**src/rtl/lsp_prev_compose_update.sv**
```systemverilog
// lsp_prev_compose_update: MA-predicted LSP compose followed by freq_prev history shift
module lsp_prev_compose_update (
  input  logic        clk,
  input  logic        reset,
  input  logic        start,
  output logic        done,
  input  logic [11:0] lspele,
  input  logic [11:0] freq_prev,
  input  logic [11:0] lsp,
  input  logic [11:0] fgAddr,
  input  logic [11:0] fg_sumAddr,
  output logic [11:0] readAddr,
  input  logic [31:0] readIn,
  output logic [11:0] writeAddr,
  output logic [31:0] writeOut,
  output logic        writeEn,
  output logic [11:0] constantMemAddr,
  input  logic [31:0] constantMemIn
);
  typedef enum logic [2:0] {IDLE, C_LOAD, C_MULT, C_MAC, C_WRITE, U_READ, U_WRITE, DONE} state_t;
  state_t state_q, state_d;
  logic [3:0] j_q, j_d;
  logic [1:0] k_q, k_d, kn, km;
  logic [31:0] acc_q, acc_d, prod, mac;
  logic j_last;
  function automatic logic [31:0] l_mult(input logic [15:0] a, input logic [15:0] b);
    logic signed [31:0] p;
    p = $signed(a) * $signed(b);
    return (a == 16'h8000 && b == 16'h8000) ? 32'h7fff_ffff : {p[30:0], 1'b0};
  endfunction
  function automatic logic [31:0] l_add(input logic [31:0] a, input logic [31:0] b);
    logic [32:0] s;
    s = {a[31], a} + {b[31], b};
    return (s[32] == s[31]) ? s[31:0] : {s[32], {31{~s[32]}}};
  endfunction
  assign prod = l_mult(readIn[15:0], constantMemIn[15:0]);
  assign mac = l_add(acc_q, prod);
  assign j_last = j_q == 4'd9;
  assign kn = k_q + 2'd1;
  assign km = k_q - 2'd1;
  always_ff @(posedge clk or posedge reset) begin
    if (reset) begin
      state_q <= IDLE;
      j_q <= '0;
      k_q <= '0;
      acc_q <= '0;
    end else begin
      state_q <= state_d;
      j_q <= j_d;
      k_q <= k_d;
      acc_q <= acc_d;
    end
  end
  always_comb begin
    state_d = state_q;
    j_d = j_q;
    k_d = k_q;
    acc_d = acc_q;
    done = 1'b0;
    readAddr = '0;
    writeAddr = '0;
    writeOut = '0;
    writeEn = 1'b0;
    constantMemAddr = '0;
    case (state_q)
      IDLE: begin
        state_d = start ? C_LOAD : IDLE;
        j_d = start ? 4'd0 : j_q;
      end
      C_LOAD: begin
        readAddr = {lspele[11:4], j_q};
        constantMemAddr = {fg_sumAddr[11:4], j_q};
        state_d = C_MULT;
      end
      C_MULT: begin
        acc_d = prod;
        readAddr = {freq_prev[11:6], 2'd0, j_q};
        constantMemAddr = {fgAddr[11:6], 2'd0, j_q};
        k_d = 2'd0;
        state_d = C_MAC;
      end
      C_MAC: begin
        acc_d = mac;
        if (k_q != 2'd3) begin
          readAddr = {freq_prev[11:6], kn, j_q};
          constantMemAddr = {fgAddr[11:6], kn, j_q};
          k_d = kn;
        end else begin
          state_d = C_WRITE;
        end
      end
      C_WRITE: begin
        writeEn = 1'b1;
        writeAddr = {lsp[11:4], j_q};
        writeOut = {{16{acc_q[31]}}, acc_q[31:16]};
        j_d = j_last ? 4'd0 : j_q + 4'd1;
        k_d = j_last ? 2'd3 : k_q;
        state_d = j_last ? U_READ : C_LOAD;
      end
      U_READ: begin
        readAddr = (k_q == 2'd0) ? {lspele[11:4], j_q} : {freq_prev[11:6], km, j_q};
        state_d = U_WRITE;
      end
      U_WRITE: begin
        writeEn = 1'b1;
        writeAddr = {freq_prev[11:6], k_q, j_q};
        writeOut = readIn;
        j_d = j_last ? 4'd0 : j_q + 4'd1;
        k_d = (j_last && k_q != 2'd0) ? km : k_q;
        state_d = (j_last && k_q == 2'd0) ? DONE : U_READ;
      end
      DONE: begin
        done = 1'b1;
        j_d = '0;
        k_d = '0;
        state_d = IDLE;
      end
      default: state_d = IDLE;
    endcase
  end
endmodule

```
**config.mk**
```make
export PLATFORM = sky130hd
export DESIGN_NAME = lsp_prev_compose_update
export DESIGN_NICKNAME = d
export VERILOG_FILES = /design/src/rtl/lsp_prev_compose_update.sv
export SDC_FILE = /design/constraint.sdc
export NUM_CORES = 1
export LEC_CHECK = 0
export ABC_AREA = 1
export CORE_MARGIN = 5
export CORE_UTILIZATION = 49
export DETAILED_ROUTE_END_ITERATION = 7
export HOLD_SLACK_MARGIN = 0.12
export PLACE_DENSITY_LB_ADDON = 0.25
export SYNTH_ARGS = -nofsm -noshare
export SYNTH_HDL_FRONTEND = slang
export SYNTH_SLANG_ARGS = --single-unit
```
**constraint.sdc**
```tcl
create_clock -name clk -period 6.95 [get_ports clk]
set_clock_uncertainty 0.2 [all_clocks]
set_input_delay 1.0425 -clock clk [delete_from_list [all_inputs] [get_ports clk]]
set_output_delay 1.0425 -clock clk [all_outputs]
set_load 0.005 [all_outputs]
```
**After elaboration in Yosys (flattened, before gate mapping)**

Index checks and enable logic that the tools add are counted.

- Word-level logic and storage cells: 64
- Bits of input ports: 127
- Register bits: 41

- Multipliers: 1
- Reduce and logical (&&, ||, !) cells: 13
- Bitwise logic cells: 1
- Equality and inequality tests: 17
- Multiplexer cells: 24
- Add/subtract/negate cells: 4

Operator list:

| cell | number |
|---|---|
| 32-bit case mux with 2 select lines | 2 |
| 32-bit 2-to-1 mux | 2 |
| 12-bit case mux with 4 select lines | 1 |
| 12-bit 2-to-1 mux | 3 |
| 12-bit case mux with 3 select lines | 1 |
| 32-bit by 32-bit adder with 33-bit output | 1 |
| 16-bit == test (second input constant) | 2 |
| 16-bit by 16-bit multiplier with 31-bit output | 1 |
| 12-bit case mux with 2 select lines | 1 |
| 3-bit case mux with 8 select lines | 1 |
| 3-bit == test (second input constant) | 4 |
| 2-bit != test (second input constant) | 6 |
| 4-bit case mux with 3 select lines | 1 |
| 2-bit 2-to-1 mux | 4 |
| 4-bit 2-to-1 mux | 2 |
| 2-bit case mux with 4 select lines | 1 |
| 3-bit by 2-bit == test with 1-bit output (second input constant) | 2 |
| 3-bit 2-to-1 mux | 2 |
| 4-bit by 1-bit adder with 4-bit output (second input constant) | 1 |
| 4-bit == test (second input constant) | 1 |
| 4-bit AND reduction | 1 |
| 2-bit nonzero test | 2 |
| 4-bit nonzero test | 1 |
| 2-bit OR reduction | 2 |
| other kinds (11) | 15 |

**Longest topological paths before layout**

Gate-level depths: netlist of the first run.

- Word-level depth: 7
- Gate-level depth with buffers: 42
- Depth with buffers taken out: 40

**Worst setup path before layout of the first run**

Ideal clock, no wire load.

- Kind: input to register
- Start: input port readIn[15]
- End: register acc_q[2]
- Stages: 36
- Setup slack: -1.117 ns
- Data arrival time: 7.794 ns
- Setup time: 0.073 ns
- Path through: clkbuf_1 clkbuf_1 nand2_1 inv_1 fa_1 inv_1 fa_1 inv_1 fa_1 fa_1 inv_1 fa_1 fa_1 inv_1 ha_1 inv_1 nor3_1 nand2_1 nor4_1 nand2_1 inv_1 o21ai_0 and3_1 ha_1 nand2_1 a21oi_1 nor2_1 nand2_1 a21oi_2 nand3_1 nand2_4 nand2_4 nand2_8 buf_12 o21ai_2 a21oi_2

- Cells in the longest elaborated chain, start to end: 7

Ends and longest elaborated chain:

| item | RTL line | source |
|---|---|---|
| from (decl) | 13 | `input logic [31:0] readIn,` |
| parallel branches: the longest is 2 deep, another holds 16-bit by 16-bit multiplier with 31-bit output | n/a |  |
| 32-bit 2-to-1 mux (*) | 29 | `return (a == 16'h8000 && b == 16'h8000) ? 32'h7fff_ffff : {p[30:0], 1'b0};` |
| 32-bit by 32-bit adder with 33-bit output | 33 | `s = {a[31], a} + {b[31], b};` |
| 1-bit == test or 1-bit inverter (tied branches) | 34 | `return (s[32] == s[31]) ? s[31:0] : {s[32], {31{~s[32]}}};` |
| 32-bit 2-to-1 mux | 34 |  |
| 32-bit case mux with 2 select lines (*) | 65 | `case (state_q)` |
| to (signal assigned) | 46 | `acc_q <= '0;` |
| to (signal assigned) | 51 | `acc_q <= acc_d;` |
| to (decl) | 24 | `logic [31:0] acc_q, acc_d, prod, mac;` |

Every way passes the cells marked *.
A chain may end at the register's enable or synchronous reset.

**Worst setup path in the final report of the first run**

- Start: input port constantMemIn[3]
- End: register acc_q[28]

- Cells in the longest elaborated chain, start to end: 7

Ends and longest elaborated chain:

| item | RTL line | source |
|---|---|---|
| from (decl) | 18 | `input logic [31:0] constantMemIn` |
| parallel branches: the longest is 2 deep, another holds 16-bit by 16-bit multiplier with 31-bit output | n/a |  |
| 32-bit 2-to-1 mux (*) | 29 |  |
| 32-bit by 32-bit adder with 33-bit output | 33 |  |
| 1-bit == test or 1-bit inverter (tied branches) | 34 |  |
| 32-bit 2-to-1 mux | 34 |  |
| 32-bit case mux with 2 select lines (*) | 65 |  |

Marked as above.

==> qor.txt, run 1 <==
Async S/R FF share, synth: 1.00
top_reg_cell synth: dfrtp_1
CTS tree: yes
register area share after synthesis: 0.0649
CP Max Fanout: 6
hold slack: 0.331 ns
setup TNS: -35.59 ns
FP Rows: 65
min cycle time layout: 8.13 ns
Initial DRC Count: 1,554
CP delay by family, top: adder cells
flop-to-flop setup slack: 3.43 ns
post-route DRC violation count: 0
#FFs+latches synth: 41
top cell type's share of synthesized area: 0.326
Placed Cells: 3,073
post-synth cell types: 45
Critical-path top delay cell: fa_1
die height: 190 um
Worst EP arrival: 8.11 ns
Worst Hold Path Cells: 2
die width: 190 um
Hold Path Origin: acc_q[9]
Slew headroom: 0.209
die area: 35,900 sq um
Tot GR Track Use: 0.318
first-pass GRT wire length: 92,000 um
final setup margin: -1.18 ns
area leader, netlist: fa_1
violated checks: setup timing
clock buffer depth: 2
routability cong.: 1.01
Net Count, Synth: 2,776
dpl hpwl: 45,000 um
Core ar.: 31,700 sq um
CP endpoint kind: flip-flop
area grow syn2layout: 44.7%
Warnings, synthesis: 0
Max Cap Viol: 0
worst path buffer plus inverter count: 12
Final Non-Filler Cells: 3,187
outcome: finished with violations
Initial Util: 0.498
Max H-tree Level: 2
via/cell ratio: 5.34
Top Ports: 197
Setup crit start kind: input pin
RSZ-0062 raised after global routing: yes
fin. max-slew vios: 0
clock sinks: 41
Post-Syn Area: 15,800 sq um
Worst EP required: 6.93 ns
number of synthesized flops with an enable pin: 0
synth cell count leaders: nand2_1, inv_1, fa_1
input/output buffers: 156
wirelength, routed: 59,100 um
FMAX: 123 MHz
Fin. Hold Viols: 0
cts bufs inserted: 5
Area contributors post-synth: fa_1, nand2_1, inv_1
Root Driver: clkbuf_16
Pre-antenna DRT Iters: 5
Post-CTS Hold Buffers: 0
largest net degree at the start of global routing: 42
hold endpoint: acc_q[9]
mean area per synthesized cell: 6.95 sq um
vias in the first global route: 17,800
Slew @ Worst Pin: 1.19 ns
initial antenna violation count: 0
Post-Syn Instances: 2,275
Reg2Reg Depth: 7
count leader, synth: nand2_1
share of layout cells above drive strength 1: 0.275
layout filler cell count: 2,418
ANT nets after route: 0
Setup CP Type: in2reg
Reg2Reg Launch Point: state_q[2]
CTS clk-pin slew, worst paths: 0.07 ns
Final period util: 1.17
worst hold path class: reg2reg
Finished Core Util: 0.721
CP peak stage delay: 0.59 ns
Worst-Skew Late Latency: 0.30 ns
# setup viols final: 32
via count: 17,000
grt total ovfl: 0
worst r2r dst: acc_q[19]
Routed wire per std cell: 18.6 um
Nets: 3,284
==> timing repair <==
item / 4_1_cts / 5_1_grt
setup buffers: 85 / 8
pin swaps: 128 / 48
resized for setup: 313 / 58
cloned: 12 / 1
setup endpoints to repair: 32 / 32
==> through the flow <==
step,worst slack (ns),cell area [sq um]
after floorplan,-0.557,16100
after global placement,-1.70,20400
after detailed placement,-1.70,20400
after CTS,-0.929,22600
after global routing,-1.40,22900
final,-1.18,22900
==> layout by cell type (no fill, tap or decap), drive strengths merged, types with 3 or more instances in the layout <==
master,synthesis,layout
nand3,108,108
xor2,19,19
ha,117,117
buf,15,435
dfrtp,41,41
o211ai,4,4
a22o,13,13
dlygate4sd2,0,7
o22ai,3,3
clkdlybuf4s15,0,8
nor3,14,14
xnor2,14,14
clkinv,1,3
bufbuf,0,7
nand4,25,25
nand3b,5,5
clkbuf,71,10
or2,13,13
nor4,12,12
o21ai,80,80
clkdlybuf4s50,0,125
nand2,629,629
inv,575,574
fa,257,257
nor2,147,147
a21oi,93,93
o21bai,8,8
==> cells by family (layout without fill, tap and decap cells) <==
logic type                 Yosys count  in the layout  share of synthesized area
and+or+nand+nor                    955            955                      0.255
buffers and inverters              662           1171                      0.160
adders and majority gates          374            374                      0.418
AOI/OAI and AO/OA                  210            210                     0.0831
DFF                                 41             41                     0.0649
xor gates and xnor gates            33             33                     0.0183
other                                0              1                          0
==> state kept, by name, summed over array words and instances, names as in the netlist <==
signal,count
k_q,2
state_q,3
j_q,4
acc_q,32
==> worst reg2reg max path: stages (launching register included) <==
cell and delay [ns]:
dfrtp_1 0.54, nor2_4 0.70, inv_1 0.58, nor2_2 0.20
buf_4 0.20, inv_1 0.51, o21ai_1 0.39, a21oi_2 0.09
==> cell type report <==
class                   instances  area [sq um]  share of cell area
diodes                          1          2.50            0.000109
flip-flops and latches         41          1030              0.0449
clock buffers                   5           125             0.00547
clock inverters                 3          46.3             0.00203
well taps                     402           503              0.0220
inverters                     576          2180              0.0952
multi-input cells            1572         13500               0.591
repair buffers                587          5470               0.239
==> routing by layer <==
| metal | track usage | wire, um | up-vias |
|---|---|---|---|
| li1 | - | - | 7782 |
| met1 | 0.410 | 23000 | 8255 |
| met2 | 0.543 | 28700 | 761 |
| met3 | 0.0385 | 4130 | 210 |
| met4 | 0.136 | 3270 | 0 |
| met5 | 0 | 0 | - |
==> worst max-delay path by stage <==
stage | from | endpoint | slack, ns | depth (start not counted)
final | constantMemIn[3] | acc_q[28] | -1.18 | 41
after floorplan | readIn[15] | acc_q[11] | -0.56 | 38
after detailed placement | constantMemIn[4] | acc_q[7] | -1.70 | 37
after global routing | constantMemIn[3] | acc_q[28] | -1.40 | 42
after CTS | readIn[15] | acc_q[23] | -0.93 | 38
after global placement | readIn[7] | acc_q[27] | -1.70 | 35
Power of run 1 is left out: the tool's default activity adds up to more than one toggle a clock period on the data nets, which glitch-free logic cannot reach.
==> run 2, diff against run 1 <==
CAP_MARGIN = 20   (was not set)
CORE_ASPECT_RATIO = 1.1   (was not set)
==> run 2 against run 1 <==
  * The flow still finishes with violations (setup timing)
  * Fmax up 2.7%
  * Utilization hardly changed
  * Non-clock buffer count is 13 higher
  * Count of clock-buffer cells in the layout stayed put
  * Critical path type unchanged
==> qor.txt, run 2 (synthesis gave the netlist of run 1 again) <==
clock sinks: 41
die area: 35,900 sq um
Tot GR Track Use: 0.332
Routed wire per std cell: 18.6 um
CP Max Fanout: 8
Top Usage Layer GRT: met2
Top reg by flops: acc_q
Crit. Startpoint: readIn[15]
Largest register FFs: 32
final setup margin: -0.968 ns
Setup CP Type: in2reg
hold endpoint: acc_q[4]
most common cell after layout, fill and taps aside: nand2_1
Critical-path top delay cell: fa_2
Worst EP required: 6.94 ns
FMAX: 126 MHz
CP endpoint kind: flip-flop
ANT nets after route: 0
worst r2r dst: acc_q[21]
cts bufs inserted: 5
vias in the first global route: 18,000
Post-CTS Hold Buffers: 0
Initial Util: 0.492
Max H-tree Level: 2
Reg2Reg Launch Point: state_q[2]
via count: 17,000
outcome: finished with violations
Worst-Skew Late Latency: 0.31 ns
Final period util: 1.14
FP Rows: 69
most frequent cells in the layout: nand2_1, inv_1, buf_4, fa_1, clkdlybuf4s50_1
share of layout cells above drive strength 1: 0.301
Top Ports: 197
die height: 198 um
met3 global-route usage: 0.0520
min cycle time layout: 7.92 ns
number of inserted diodes: 0
Root Driver: clkbuf_16
hold slack: 0.328 ns
clock buffer depth: 2
CTS tree: yes
CP peak stage delay: 0.63 ns
initial antenna violation count: 0
die width: 181 um
Hold Path Origin: acc_q[4]
Reg2Reg Depth: 6
Post-DP Area: 20,400 sq um
input/output buffers: 156
post-route DRC violation count: 0
Core ar.: 32,100 sq um
fin. max-slew vios: 0
Initial DRC Count: 1,477
CTS clk-pin slew, worst paths: 0.06 ns
dpl hpwl: 44,000 um
fin area: 23,100 sq um
grt total ovfl: 0
largest net degree at the start of global routing: 42
first-pass GRT wire length: 94,900 um
via/cell ratio: 5.27
RSZ-0062 raised after global routing: yes
Slew @ Worst Pin: 1.08 ns
Nets: 3,301
Worst Hold Path Cells: 2
Fin. Hold Viols: 0
area grow syn2layout: 46.5%
Pre-antenna DRT Iters: 6
biggest regs: acc_q: 32 flops, j_q: 4 flops, state_q: 3 flops
flop-to-flop setup slack: 3.36 ns
Worst EP arrival: 7.91 ns
Slew headroom: 0.282
violated checks: setup timing
global routing met2 resource utilization: 0.570
Setup crit start kind: input pin
# setup viols final: 32
worst hold path class: reg2reg
routability cong.: 0.976
Max Cap Viol: 0
wirelength, routed: 60,000 um
GR Util met1: 0.398
## run 2: repair_timing
item                       4_1_cts  5_1_grt
setup endpoints to repair       32       32
cloned                          23        0
hold endpoints to repair         0        0
gates resized for setup        432       41
pin swaps                      123       41
setup buffers                   94        3
## run 2: final cells by class
type                            instances  area, sq um
Fill cell                            2489         8970
Clock inverter                          2         35.0
Tap cell                              426          533
Timing Repair inverter                  1         7.51
Timing Repair Buffer                  600         5500
Inverter                              576         2170
Multi-Input combinational cell       1575        13700
Clock buffer                            5          125
Sequential cell                        41         1030
## run 2: worst max path at each step
| stage | to | cells past startpoint |
|---|---|---|
| after CTS | acc_q[0] | 38 |
| after global routing | acc_q[0] | 38 |
| final | acc_q[28] | 35 |
| after detailed placement | acc_q[27] | 35 |
| after floorplan | acc_q[11] | 38 |
| after global placement | acc_q[27] | 35 |
## run 2: worst max-delay path: cells and delay by family
| family | cells | cell delay, ns |
|---|---|---|
| fa+ha+maj | 8 | 3.91 |
| simple gates | 11 | 1.15 |
| buf+inv | 10 | 0.96 |
| compound gates | 6 | 0.83 |
## run 2: routing by layer
| metal | vias up | part of all wire |
|---|---|---|
| met4 | 0 | 0.071 |
| met5 | - | 0 |
| li1 | 7840 | - |
| met2 | 699 | 0.49 |
| met1 | 8210 | 0.38 |
| met3 | 243 | 0.062 |
## run 2: stage by stage
stage / cells / TNS (ns) / utilization / worst slack (ns)
final: 3226 / -28.85 / 0.721 / -0.968
after global routing: 3226 / -35.73 / 0.721 / -1.19
after floorplan: 2275 / -17.08 / - / -0.557
after detailed placement: 3099 / -56.31 / 0.635 / -1.85
after CTS: 3222 / -23.50 / 0.715 / -0.803
after global placement: 3099 / -53.51 / 0.635 / -1.84
Power of run 2 is left out for the same reason.
